**config.mk**
```make
export PLATFORM = sky130hd
export DESIGN_NAME = uart_rx_ctrl_flat
export DESIGN_NICKNAME = d
export VERILOG_FILES = /design/src/rtl/uart_rx_ctrl_if.sv /design/src/rtl/uart_rx_ctrl.sv /design/src/flat_wrapper.sv
export SDC_FILE = /design/constraint.sdc
export NUM_CORES = 1
export LEC_CHECK = 0
export CORE_MARGIN = 5
export CORE_UTILIZATION = 29
export DETAILED_ROUTE_END_ITERATION = 7
export GPL_ROUTABILITY_DRIVEN = 0
export GPL_TIMING_DRIVEN = 1
export HOLD_SLACK_MARGIN = 0.02
export PLACE_DENSITY_LB_ADDON = 0.08
export SETUP_SLACK_MARGIN = 0.2
export SLEW_MARGIN = 20
export SYNTH_ARGS = -nofsm -noshare
export SYNTH_HDL_FRONTEND = slang
export SYNTH_SLANG_ARGS = --single-unit
```
**constraint.sdc**
```tcl
create_clock -name clk -period 2.5 [get_ports clk]
set_input_delay 0.25 -clock clk [delete_from_list [all_inputs] [get_ports clk]]
set_output_delay 0.25 -clock clk [all_outputs]
set_load 0.01 [all_outputs]
```
**src/rtl/uart_rx_ctrl_if.sv**
```systemverilog
// uart_rx_ctrl_if: byte delivery bundle from the UART receiver to its consumer.
//
// Signals
//   data        last good byte, held until the next good frame
//   data_valid  one-cycle pulse: data has just been updated
//   frame_err   one-cycle pulse: the stop bit of a frame sampled low
//
// Handshake: there is no ready. Each strobe is a single-cycle, registered
// pulse and the consumer must take it on that cycle; data_valid and
// frame_err are never high together, and data stays stable between pulses.
//
// Modports: master drives the bundle (the receiver), slave observes it
// (FIFO, command parser or bench monitor).
interface uart_rx_ctrl_if #(
  parameter int DATA_BITS = 8
) ();
  logic [DATA_BITS-1:0] data;
  logic                 data_valid;
  logic                 frame_err;

  modport master (output data, output data_valid, output frame_err);
  modport slave  (input  data, input  data_valid, input  frame_err);
endinterface

```
**src/rtl/uart_rx_ctrl.sv**
```systemverilog
// uart_rx_ctrl: UART receive controller on a single system clock.
//
// Synchronises the asynchronous rx pin, schedules mid-bit sampling from a
// per-bit clock divider, sequences start/data/stop reception and delivers
// each byte (or a framing error) as a one-cycle strobe on rx_out.
//
// Ports
//   clk     system clock, rising edge
//   rst     synchronous active-high reset, overrides everything
//   rx      asynchronous serial input, idle high, LSB first, 1 stop bit
//   rx_out  master side of uart_rx_ctrl_if (data, data_valid, frame_err)
//   busy    high whenever the receiver is not idle
//   state   one-hot debug state: IDLE 0001, START 0010, READING 0100, STOP 1000
module uart_rx_ctrl #(
  parameter int BAUD_DIV  = 434,
  parameter int DATA_BITS = 8
) (
  input  logic                  clk,
  input  logic                  rst,
  input  logic                  rx,
  uart_rx_ctrl_if.master        rx_out,
  output logic                  busy,
  output logic [3:0]            state
);

  localparam int HALF = BAUD_DIV / 2;
  localparam int CW   = $clog2(BAUD_DIV);
  localparam int BW   = $clog2(DATA_BITS + 1);

  localparam logic [CW-1:0] CNT_HALF = CW'(HALF - 1);
  localparam logic [CW-1:0] CNT_LAST = CW'(BAUD_DIV - 1);
  localparam logic [BW-1:0] BIT_LAST = BW'(DATA_BITS - 1);

  localparam logic [3:0] S_IDLE    = 4'b0001;
  localparam logic [3:0] S_START   = 4'b0010;
  localparam logic [3:0] S_READING = 4'b0100;
  localparam logic [3:0] S_STOP    = 4'b1000;

  logic                 rx_m;
  logic                 rx_s;
  logic [3:0]           state_q;
  logic [3:0]           state_d;
  logic [CW-1:0]        cnt;
  logic [BW-1:0]        bit_cnt;
  logic [DATA_BITS-1:0] shift;
  logic [DATA_BITS-1:0] data_q;
  logic                 data_valid_q;
  logic                 frame_err_q;
  logic                 armed;

  // Decoded per-cycle events
  logic half_tick;
  logic bit_tick;
  logic shift_en;
  logic stop_ok;
  logic stop_bad;

  // Two-flop synchroniser; resets to the idle (high) line level so a
  // reset never looks like a start bit.
  always_ff @(posedge clk) begin
    if (rst) begin
      rx_m <= 1'b1;
      rx_s <= 1'b1;
    end else begin
      rx_m <= rx;
      rx_s <= rx_m;
    end
  end

  // State register
  always_ff @(posedge clk) begin
    if (rst) begin
      state_q <= S_IDLE;
    end else begin
      state_q <= state_d;
    end
  end

  // Next-state logic; any non one-hot encoding falls back to idle.
  always_comb begin
    state_d = S_IDLE;
    case (state_q)
      S_IDLE:    state_d = (armed && !rx_s) ? S_START : S_IDLE;
      S_START: begin
        if (half_tick) begin
          // Start bit gone by mid-bit: a glitch, drop it silently.
          state_d = rx_s ? S_IDLE : S_READING;
        end else begin
          state_d = S_START;
        end
      end
      S_READING: state_d = (bit_tick && (bit_cnt == BIT_LAST)) ? S_STOP : S_READING;
      S_STOP:    state_d = bit_tick ? S_IDLE : S_STOP;
      default:   state_d = S_IDLE;
    endcase
  end

  // Output / event decode
  always_comb begin
    busy      = (state_q != S_IDLE);
    half_tick = (cnt == CNT_HALF);
    bit_tick  = (cnt == CNT_LAST);
    shift_en  = (state_q == S_READING) && bit_tick;
    stop_ok   = (state_q == S_STOP) && bit_tick && rx_s;
    stop_bad  = (state_q == S_STOP) && bit_tick && !rx_s;
  end

  // Datapath: counters, shift register, delivered byte and strobes.
  always_ff @(posedge clk) begin
    if (rst) begin
      cnt          <= '0;
      bit_cnt      <= '0;
      shift        <= '0;
      data_q       <= '0;
      data_valid_q <= 1'b0;
      frame_err_q  <= 1'b0;
      armed        <= 1'b1;
    end else begin
      data_valid_q <= stop_ok;
      frame_err_q  <= stop_bad;

      // Restart the bit timer on every state entry and after each data
      // sample, so every data sample sits one full bit after the previous.
      if ((state_d != state_q) || shift_en || !busy) begin
        cnt <= '0;
      end else begin
        cnt <= cnt + 1'b1;
      end

      if (state_q != S_READING) begin
        bit_cnt <= '0;
      end else if (shift_en) begin
        bit_cnt <= bit_cnt + 1'b1;
      end

      // LSB arrives first, so shifting right leaves it at bit 0 after the
      // last data sample.
      if (shift_en) begin
        shift <= {rx_s, shift[DATA_BITS-1:1]};
      end

      if (stop_ok) begin
        data_q <= shift;
      end

      // After a framing error the line may sit low (break); wait for it to
      // go high again before accepting another start bit.
      if (stop_bad) begin
        armed <= 1'b0;
      end else if (rx_s) begin
        armed <= 1'b1;
      end
    end
  end

  assign rx_out.data       = data_q;
  assign rx_out.data_valid = data_valid_q;
  assign rx_out.frame_err  = frame_err_q;
  assign state             = state_q;

endmodule

```
**src/flat_wrapper.sv**
```systemverilog
// flat-port wrapper written by rule: the top's interface ports become plain ports
module uart_rx_ctrl_flat 
#(
  parameter int BAUD_DIV  = 434,
  parameter int DATA_BITS = 8
)
  (clk, rst, rx, busy, state, rx_out_data, rx_out_data_valid, rx_out_frame_err);
  uart_rx_ctrl_if #(.DATA_BITS(DATA_BITS)) rx_out_i ();
  input  logic clk;
  input  logic rst;
  input  logic rx;
  output logic busy;
  output logic [3:0] state;
  output wire logic [$bits(rx_out_i.data)-1:0] rx_out_data;
  output wire logic [$bits(rx_out_i.data_valid)-1:0] rx_out_data_valid;
  output wire logic [$bits(rx_out_i.frame_err)-1:0] rx_out_frame_err;
  assign rx_out_data = rx_out_i.data;
  assign rx_out_data_valid = rx_out_i.data_valid;
  assign rx_out_frame_err = rx_out_i.frame_err;
  uart_rx_ctrl #(.BAUD_DIV(BAUD_DIV), .DATA_BITS(DATA_BITS)) u_core (.clk(clk), .rst(rst), .rx(rx), .rx_out(rx_out_i), .busy(busy), .state(state));
endmodule
```
==> results.toml, run 1 <==
[worst_setup_path]
arrival_ns = 2.30
reg2reg_to = "u_core.cnt[7]$_SDFF_PP0_"
startpoint_type = "flip-flop"
worstSetupPathType = "reg2reg"
r2r-start = "u_core.state[1]$_SDFF_PP0_"
critPathRequiredTime_ns = 2.66
rrSetupSlack_ns = 0.36
r2r_cells = 5
crit_path_end_kind = "flip-flop"
path_max_fanout = 11

[yosys]
synth_seq_area_share = 0.4565
netlist_area_um2 = 1667
syn_avg_cell_area_um2 = 9.469
synthesis.nets = 183
synth.distinct_cells = 41
synth_top_family_by_area = "simple AND/OR/NAND/NOR gates"
yosys.area_share.simple = 0.2613
yosys_most_used_dff = "dfxtp_1"
synth_top_area_cell = "dfxtp_1"
synth_fa_ha_area_frac = 0.03003
ys_top_cells_by_count = "dfxtp_1, nor2_1, a21oi_1, nand2_1, nor3_1"
synth.area.top_cells = "dfxtp_1, mux2i_1, nor2_1"
synth_edf_count = 0
syn-instance-count = 176
synth.area.mux_share = 0.05405
synthArstFlopShare = 0
synth_xor_area_frac = 0.05255
synth_compound_area_frac = 0.09985
synth.most_common_cell = "dfxtp_1"
yosys_warnings = 0
ys_ff_latch = 38
synth_top_area_share = 0.4565

[hold_path]
min_from = "u_core.rx_m$_SDFF_PP1_"
hold_path.class = "reg2reg"
min_to = "u_core.rx_s$_SDFF_PP1_"
worstHoldPathCells = 1

[detailed_routing]
met1Wirelength_mm = 1.698
wirelength_mm = 3.476
first_pass_iters = 4
wl_per_cell_um = 12.92
drtAntennaViolNets = 0
dr_wl_met2_mm = 1.576
first_iter_violations = 91
dr_wl_met3_um = 150
highest_layer = "met4"
vias = 1279
avgViaCountPerCell = 4.755
drcViolationCount = 0

[placed_design]
placed_area_um2 = 1914
io_buffers = 17
placed_cells = 261
place_hpwl_mm = 2.534

[grt]
grtUsageTotal = 0.1042
overflow = 0
grt_pass1_wl_mm = 6.058
grt_pass1_vias = 1281
grt_max_degree = 27
grt_antenna_before_repair = 0

[outcome]
outcome = "finished, final reports clean"

[timing]
relSlewSlack = 0.4932
tightest_slew_ns = 0.7533
max_freq_mhz = 468.3
whs_ns = 0.4062
final.min_clock_period_ns = 2.135
maxSlewViolCount = 0
timing.final.hold_violations = 0
setup_viol = 0
clock_skew_ns = 0.01128
rsz0062_at_grt = "no"
fin_setup_tns_ns = 0
finalCritPeriodShare = 0.8541

[final_layout]
regArea_um2 = 760.7
instances_no_fill = 269
syn_to_final_growth_pct = 23.12
drive_above_1_share = 0.1066
fin_area_um2 = 2052
n_fill_cell = 564
diodes = 0
fin_nets = 203
multi_input_area_um2 = 829.5

[clock_network]
cts_resized = 0
cts_setup_buffers = 0
clockRootBuffer = "clkbuf_8"
numCtsBuffers = 5
path_clk_slew_ns = 0.08
clk_latency_ns = 0.29
cts_tree = "yes"
clock_sinks = 38
cts_max_level = 2
cts_buffer_depth = 2
cts_hold_buf = 0

[power]
powerDensity_nw_per_um2 = 617.7
swShare = 0.1915
p_int_mw = 1.025
p_leak_nw = 0.7317
ir_drop_mv = 0.2985
power.switching_mw = 0.2427
clkPwrFrac = 0.487
power_frac_seq = 0.484
total_power_mw = 1.267
combPwrFrac = 0.028

[die]
core_um2 = 5540
initial_core_util = 0.3008
dieWidth_um = 85.81
ios = 18
rows = 27
die_h_um = 85.81
fp.dieArea_um2 = 7363

[job]
drv_cap = 0
-- cell type report --
| class | count | area share |
|---|---|---|
| Multi-Input combinational cell | 122 | 0.4043 |
| Sequential cell | 38 | 0.3707 |
| Timing Repair Buffer | 22 | 0.1012 |
| Tap cell | 72 | 0.04390 |
| Clock buffer | 5 | 0.03354 |
| Clock inverter | 3 | 0.03354 |
| Inverter | 7 | 0.01280 |
-- stage by stage --
step	worst slack [ns]	util
2_1_floorplan	0.5013	-
3_3_place_gp	0.3210	0.3455
3_5_place_dp	0.3276	0.3455
4_1_cts	0.3132	0.3704
5_1_grt	0.2153	0.3704
6_report	0.3648	0.3704
-- power by group through the flow --
stage | Combinational, mW | Sequential (mW) | Clock [mW]
3_3_place_gp | 0.0370 | 0.628 | 0
4_1_cts | 0.0372 | 0.613 | 0.636
2_1_floorplan | 0.0246 | 0.625 | 0
5_1_grt | 0.0405 | 0.614 | 0.669
6_report | 0.0361 | 0.614 | 0.618
3_5_place_dp | 0.0369 | 0.628 | 0
-- logic make-up (layout without fill, tap and decap cells) --
logic type,Yosys count,count (layout)
AO/OA/AOI/OAI,21,21
flip-flops,38,38
XOR/XNOR,10,10
adder cells (fa/ha/maj),4,4
AND/OR/NAND/NOR,78,78
buffers and inverters,16,37
multiplexers,9,9
-- placed cells by master, fill, tap and decap left out, types with 2 or more instances in the layout --
master and n:
nor3_1 10, clkdlybuf4s50_1 17, dfxtp_1 38, ha_1 4, or3_1 2, and2_1 2
bufinv_16 2, mux2i_1 9, a21oi_1 10, nor4_1 3, xnor2_1 7, and3_1 4
o41ai_1 2, nor2_1 20, xor2_1 3, or2_2 3, nand2b_1 2, nand4_1 3
nand3_1 9, buf_4 5, nand2_1 10, inv_1 7, clkbuf_8 5, nor4b_1 2
-- how the worst max path moves through the flow --
stage | from | to | slack [ns] | cells after the start
3_3_place_gp | u_core.state[1]$_SDFF_PP0_ | u_core.cnt[7]$_SDFF_PP0_ | 0.32 | 5
2_1_floorplan | u_core.state[1]$_SDFF_PP0_ | u_core.cnt[2]$_SDFF_PP0_ | 0.50 | 7
6_report | u_core.state[1]$_SDFF_PP0_ | u_core.cnt[7]$_SDFF_PP0_ | 0.36 | 5
3_5_place_dp | u_core.state[2]$_SDFF_PP0_ | u_core.cnt[7]$_SDFF_PP0_ | 0.33 | 5
4_1_cts | u_core.state[1]$_SDFF_PP0_ | u_core.cnt[7]$_SDFF_PP0_ | 0.31 | 5
5_1_grt | u_core.cnt[0]$_SDFF_PP0_ | u_core.cnt[7]$_SDFF_PP0_ | 0.22 | 8
-- worst max-delay path, stage by stage, from the launching register on --
cell and delay (ns):
dfxtp_1 0.42, or4b_4 0.60, or3_1 0.49, nor3b_4 0.24, o2111ai_4 0.15, nor3_1 0.10
-- layer usage --
metal / track usage / vias to the layer above
met4: 0.03453 / 0
met5: 0 / -
met3: 0.03939 / 5
met1: 0.1278 / 601
met2: 0.1681 / 15
li1: - / 658
-- registers in the layout, indices dropped and copies added (netlist names), 4 cells and up --
signal              count
u_core.cnt              9
u_core.rx_out.data      8
u_core.shift            8
u_core.bit_cnt          4
u_core.state            4
(Power assumes the default switching activity.)
==> inputs of run 2 (changes only) <==
- GPL_TIMING_DRIVEN: 1 -> 0
==> results.toml, run 2 (synthesis gave the netlist of run 1 again) <==
[outcome]
outcome = "finished, final reports clean"

[die]
ios = 18
die_h_um = 85.81
core_um2 = 5540
rows = 27
fp.dieArea_um2 = 7363
dieWidth_um = 85.81
initial_core_util = 0.3008

[timing]
relSlewSlack = 0.5235
timing.final.hold_violations = 0
max_freq_mhz = 458.9
final.min_clock_period_ns = 2.179
tightest_slew_ns = 0.7088
finalCritPeriodShare = 0.8716
rsz0062_at_grt = "no"
maxSlewViolCount = 0
clock_skew_ns = 0.005764
setup_viol = 0
fin_setup_tns_ns = 0

[detailed_routing]
first_iter_violations = 68
vias = 1282
first_pass_iters = 4
avgViaCountPerCell = 4.713
drtAntennaViolNets = 0
wirelength_mm = 3.569
drcViolationCount = 0
wl_per_cell_um = 13.12

[final_layout]
layout_common_cells = "dfxtp_1, nor2_1, clkdlybuf4s50_1"
drive_above_1_share = 0.1150
top_register = "u_core.cnt"
n_fill_cell = 574
multi_input_area_um2 = 859.6
largest_reg_flops = 9
diodes = 0
fin_nets = 206
final_common_cell = "dfxtp_1"
regArea_um2 = 760.7
syn_to_final_growth_pct = 22.37

[worst_setup_path]
startpoint_type = "flip-flop"
critical_path_buf_inv_count = 1
worst-path-stages = 6
path_max_fanout = 10
path_cells = "or4b_4 -> or3_1 -> buf_6 -> nor3b_4 -> o2111ai_4 -> nor3_1"
critPathRequiredTime_ns = 2.66
cpMaxStageDelayCell = "dfxtp_1"
worst_path_largest_cell_delay_ns = 0.56
worstSetupPathType = "reg2reg"
r2r_cells = 6
arrival_ns = 2.34
path_delay_family = "simple AND/OR/NAND/NOR gates"
crit_path_end_kind = "flip-flop"

[placed_design]
place_hpwl_mm = 2.572
io_buffers = 16

[clock_network]
cts_max_level = 2
clk_latency_ns = 0.28
cts_buffer_depth = 2
cts_setup_buffers = 0
clockRootBuffer = "clkbuf_8"
cts_hold_buf = 0
cts_tree = "yes"
clock_sinks = 38
path_clk_slew_ns = 0.07
numCtsBuffers = 5

[grt]
overflow = 0
grt_max_degree = 12
grt_antenna_before_repair = 0
grt_pass1_wl_mm = 6.327
grtUsageTotal = 0.1081
grt_pass1_vias = 1274

[power]
powerDensity_nw_per_um2 = 531.5
ir_drop_mv = 0.2251
p_leak_nw = 0.7222
total_power_mw = 1.084

[job]
drv_cap = 0

[hold_path]
hold_path.class = "reg2reg"
worstHoldPathCells = 1
run 2: cell types whose count changed in the layout (fill, tap and decap cells not counted), moves of 2 or more:
cell	before	now
buf_4	5	0
clkbuf_1	0	5
buf_6	0	2
bufinv_16	2	0
nor4_1	3	1
nor4_2	0	2
run 2: layer usage:
layer  vias to the layer above  track usage  share of wire
met5                         -            0              0
met4                         0      0.03885          0.015
met3                         7      0.03362          0.036
met2                        15       0.1688           0.44
met1                       596       0.1404           0.50
li1                        664            -              -
run 2: cell type report:
class | count | area share
repair buffers | 16 | 0.07853
well taps | 72 | 0.04417
clock inverters | 1 | 0.002454
flip-flops and latches | 38 | 0.3730
clock buffers | 7 | 0.04233
multi-input cells | 122 | 0.4215
plain buffers | 9 | 0.02515
inverters | 7 | 0.01288
run 2: power by group:
group	internal (mW)	leakage [nW]	switching, mW
clock	0.223	0.0482	0.211
sequential	0.608	0.307	0.00210
combinational	0.0166	0.367	0.0238
run 2: path summary, 6_finish.rpt:
path	from	end	slack, ns
max reg2reg	u_core.state[2]$_SDFF_PP0_	u_core.cnt[6]$_SDFF_PP0_	0.32
max	u_core.state[2]$_SDFF_PP0_	u_core.cnt[6]$_SDFF_PP0_	0.32
min	u_core.rx_m$_SDFF_PP1_	u_core.rx_s$_SDFF_PP1_	0.42
min reg2reg	u_core.rx_m$_SDFF_PP1_	u_core.rx_s$_SDFF_PP1_	0.42
run 2: timing repair:
action                     4_1_cts  5_1_grt
resized for setup                2        4
pin swaps                        0        0
setup endpoints to repair       10       10
run 2: stage by stage:
| stage | cell area, um^2 | hold slack [ns] | util | setup WS [ns] | instances |
|---|---|---|---|---|---|
| finish | 2039 | 0.4224 | 0.3681 | 0.3210 | 272 |
| global route | 2039 | 0.4495 | 0.3681 | 0.2158 | 272 |
| CTS | 2021 | 0.4300 | 0.3647 | 0.2625 | 272 |
| detailed placement | 1917 | 0.4147 | 0.3460 | 0.08588 | 264 |
| global placement | 1917 | 0.3956 | 0.3460 | 0.1076 | 264 |
| floorplan | 1667 | 0.3538 | - | 0.5013 | 176 |
==> inputs of run 3 (changes only) <==
- SLEW_MARGIN: 20 -> unset
- TNS_END_PERCENT: unset -> 100
==> results.toml, run 3 (synthesis gave the netlist of run 1 again) <==
[worst_setup_path]
rrSetupSlack_ns = 0.33
worst_path_largest_cell_delay_ns = 0.55
path_cells = "or4b_4 -> or3_1 -> buf_6 -> nor3b_4 -> o2111ai_4 -> nor3_1"
startpoint_type = "flip-flop"
path_max_fanout = 10
critPathRequiredTime_ns = 2.66
arrival_ns = 2.32
worstSetupPathType = "reg2reg"
crit_path_end_kind = "flip-flop"
cpMaxStageDelayCell = "dfxtp_1"

[timing]
clock_skew_ns = 0.005333
tightest_slew_ns = 1.193
rsz0062_at_grt = "yes"
whs_ns = 0.4223
fin_setup_tns_ns = 0
setup_viol = 0
maxSlewViolCount = 0
final.min_clock_period_ns = 2.166
finalCritPeriodShare = 0.8665
timing.final.hold_violations = 0
relSlewSlack = 0.1975
max_freq_mhz = 461.6

[final_layout]
layout_common_cells = "dfxtp_1, nor2_1, clkdlybuf4s50_1"
utilization = 0.3668
diodes = 0
top_register = "u_core.cnt"
final_common_cell = "dfxtp_1"
largest_reg_flops = 9
drive_above_1_share = 0.1050
fin_nets = 206
syn_to_final_growth_pct = 21.92

[hold_path]
hold_path.class = "reg2reg"

[placed_design]
place_hpwl_mm = 2.572
io_buffers = 16

[power]
p_leak_nw = 0.7185
ir_drop_mv = 0.2251
powerDensity_nw_per_um2 = 532.9

[clock_network]
cts_buffer_depth = 2
cts_tree = "yes"
clockRootBuffer = "clkbuf_8"
clock_sinks = 38
clk_latency_ns = 0.28
path_clk_slew_ns = 0.07
cts_hold_buf = 0
numCtsBuffers = 5
cts_max_level = 2

[detailed_routing]
drtAntennaViolNets = 0
wl_per_cell_um = 13.02
wirelength_mm = 3.541
first_pass_iters = 4
avgViaCountPerCell = 4.809
first_iter_violations = 39
vias = 1308
drcViolationCount = 0

[die]
initial_core_util = 0.3008
die_h_um = 85.81
fp.dieArea_um2 = 7363
dieWidth_um = 85.81
ios = 18
rows = 27
core_um2 = 5540

[grt]
grt_pass1_wl_mm = 6.327
overflow = 0
grt_pass1_vias = 1274
grt_antenna_before_repair = 0
grt_max_degree = 12
grtUsageTotal = 0.1081

[outcome]
outcome = "finished, final reports clean"

[job]
drv_cap = 0
[run 3: cell types whose count changed in the layout (fill, tap and decap cells not counted)]
cell / change
clkbuf_1: +1
nor4_1: +1
clkbuf_2: -1
nor4_2: -1
[run 3: critical path: cells and delay by family (launching register included)]
kind | cells | cell delay, ns
DFF | 1 | 0.55
and+or+nand+nor | 4 | 1.16
buffers and inverters | 1 | 0.15
AOI/OAI and AO/OA | 1 | 0.18
[run 3: cell type report]
cell class / count / area (um^2)
inverter: 7 / 26.28
timing repair buffer: 16 / 160.2
buffer: 9 / 50.05
multi-input combinational: 122 / 853.3
clock buffer: 7 / 86.33
fill: 573 / 3508
clock inverter: 1 / 5.005
tap: 72 / 90.09
sequential: 38 / 760.7
[run 3: worst paths after layout]
kind / startpoint / end / cells past startpoint
max: u_core.state[2]$_SDFF_PP0_ / u_core.cnt[6]$_SDFF_PP0_ / 6
min: u_core.rx_m$_SDFF_PP1_ / u_core.rx_s$_SDFF_PP1_ / 1
max reg2reg: u_core.state[2]$_SDFF_PP0_ / u_core.cnt[6]$_SDFF_PP0_ / 6
min reg2reg: u_core.rx_m$_SDFF_PP1_ / u_core.rx_s$_SDFF_PP1_ / 1
[run 3: what timing repair did]
action                     4_1_cts  5_1_grt
resized for setup                2        2
pin swaps                        0        0
setup endpoints to repair       10       10
setup buffers                    0        0
[run 3: metrics by stage]
step           std cells  area, um^2  total power [mW]  setup slack [ns]
2_1_floorplan        176        1667            0.6491            0.5013
3_3_place_gp         264        1917            0.6630            0.1076
3_5_place_dp         264        1917            0.6634           0.08588
4_1_cts              272        2021             1.104            0.2625
5_1_grt              272        2032             1.135            0.1589
6_report             272        2032             1.083            0.3338
[run 3: metal layers]
metal  wire length [um]  GRT usage
met1               1743     0.1404
met2               1571     0.1688
met3                172    0.03362
met4                 55    0.03885
met5                  0          0
[run 3: where the power goes]
part / switching [mW] / internal [mW] / total, mW / leakage (nW)
Clock: 0.210 / 0.223 / 0.433 / 0.0482
Combinational: 0.0234 / 0.0166 / 0.0400 / 0.363
Sequential: 0.00210 / 0.608 / 0.610 / 0.307
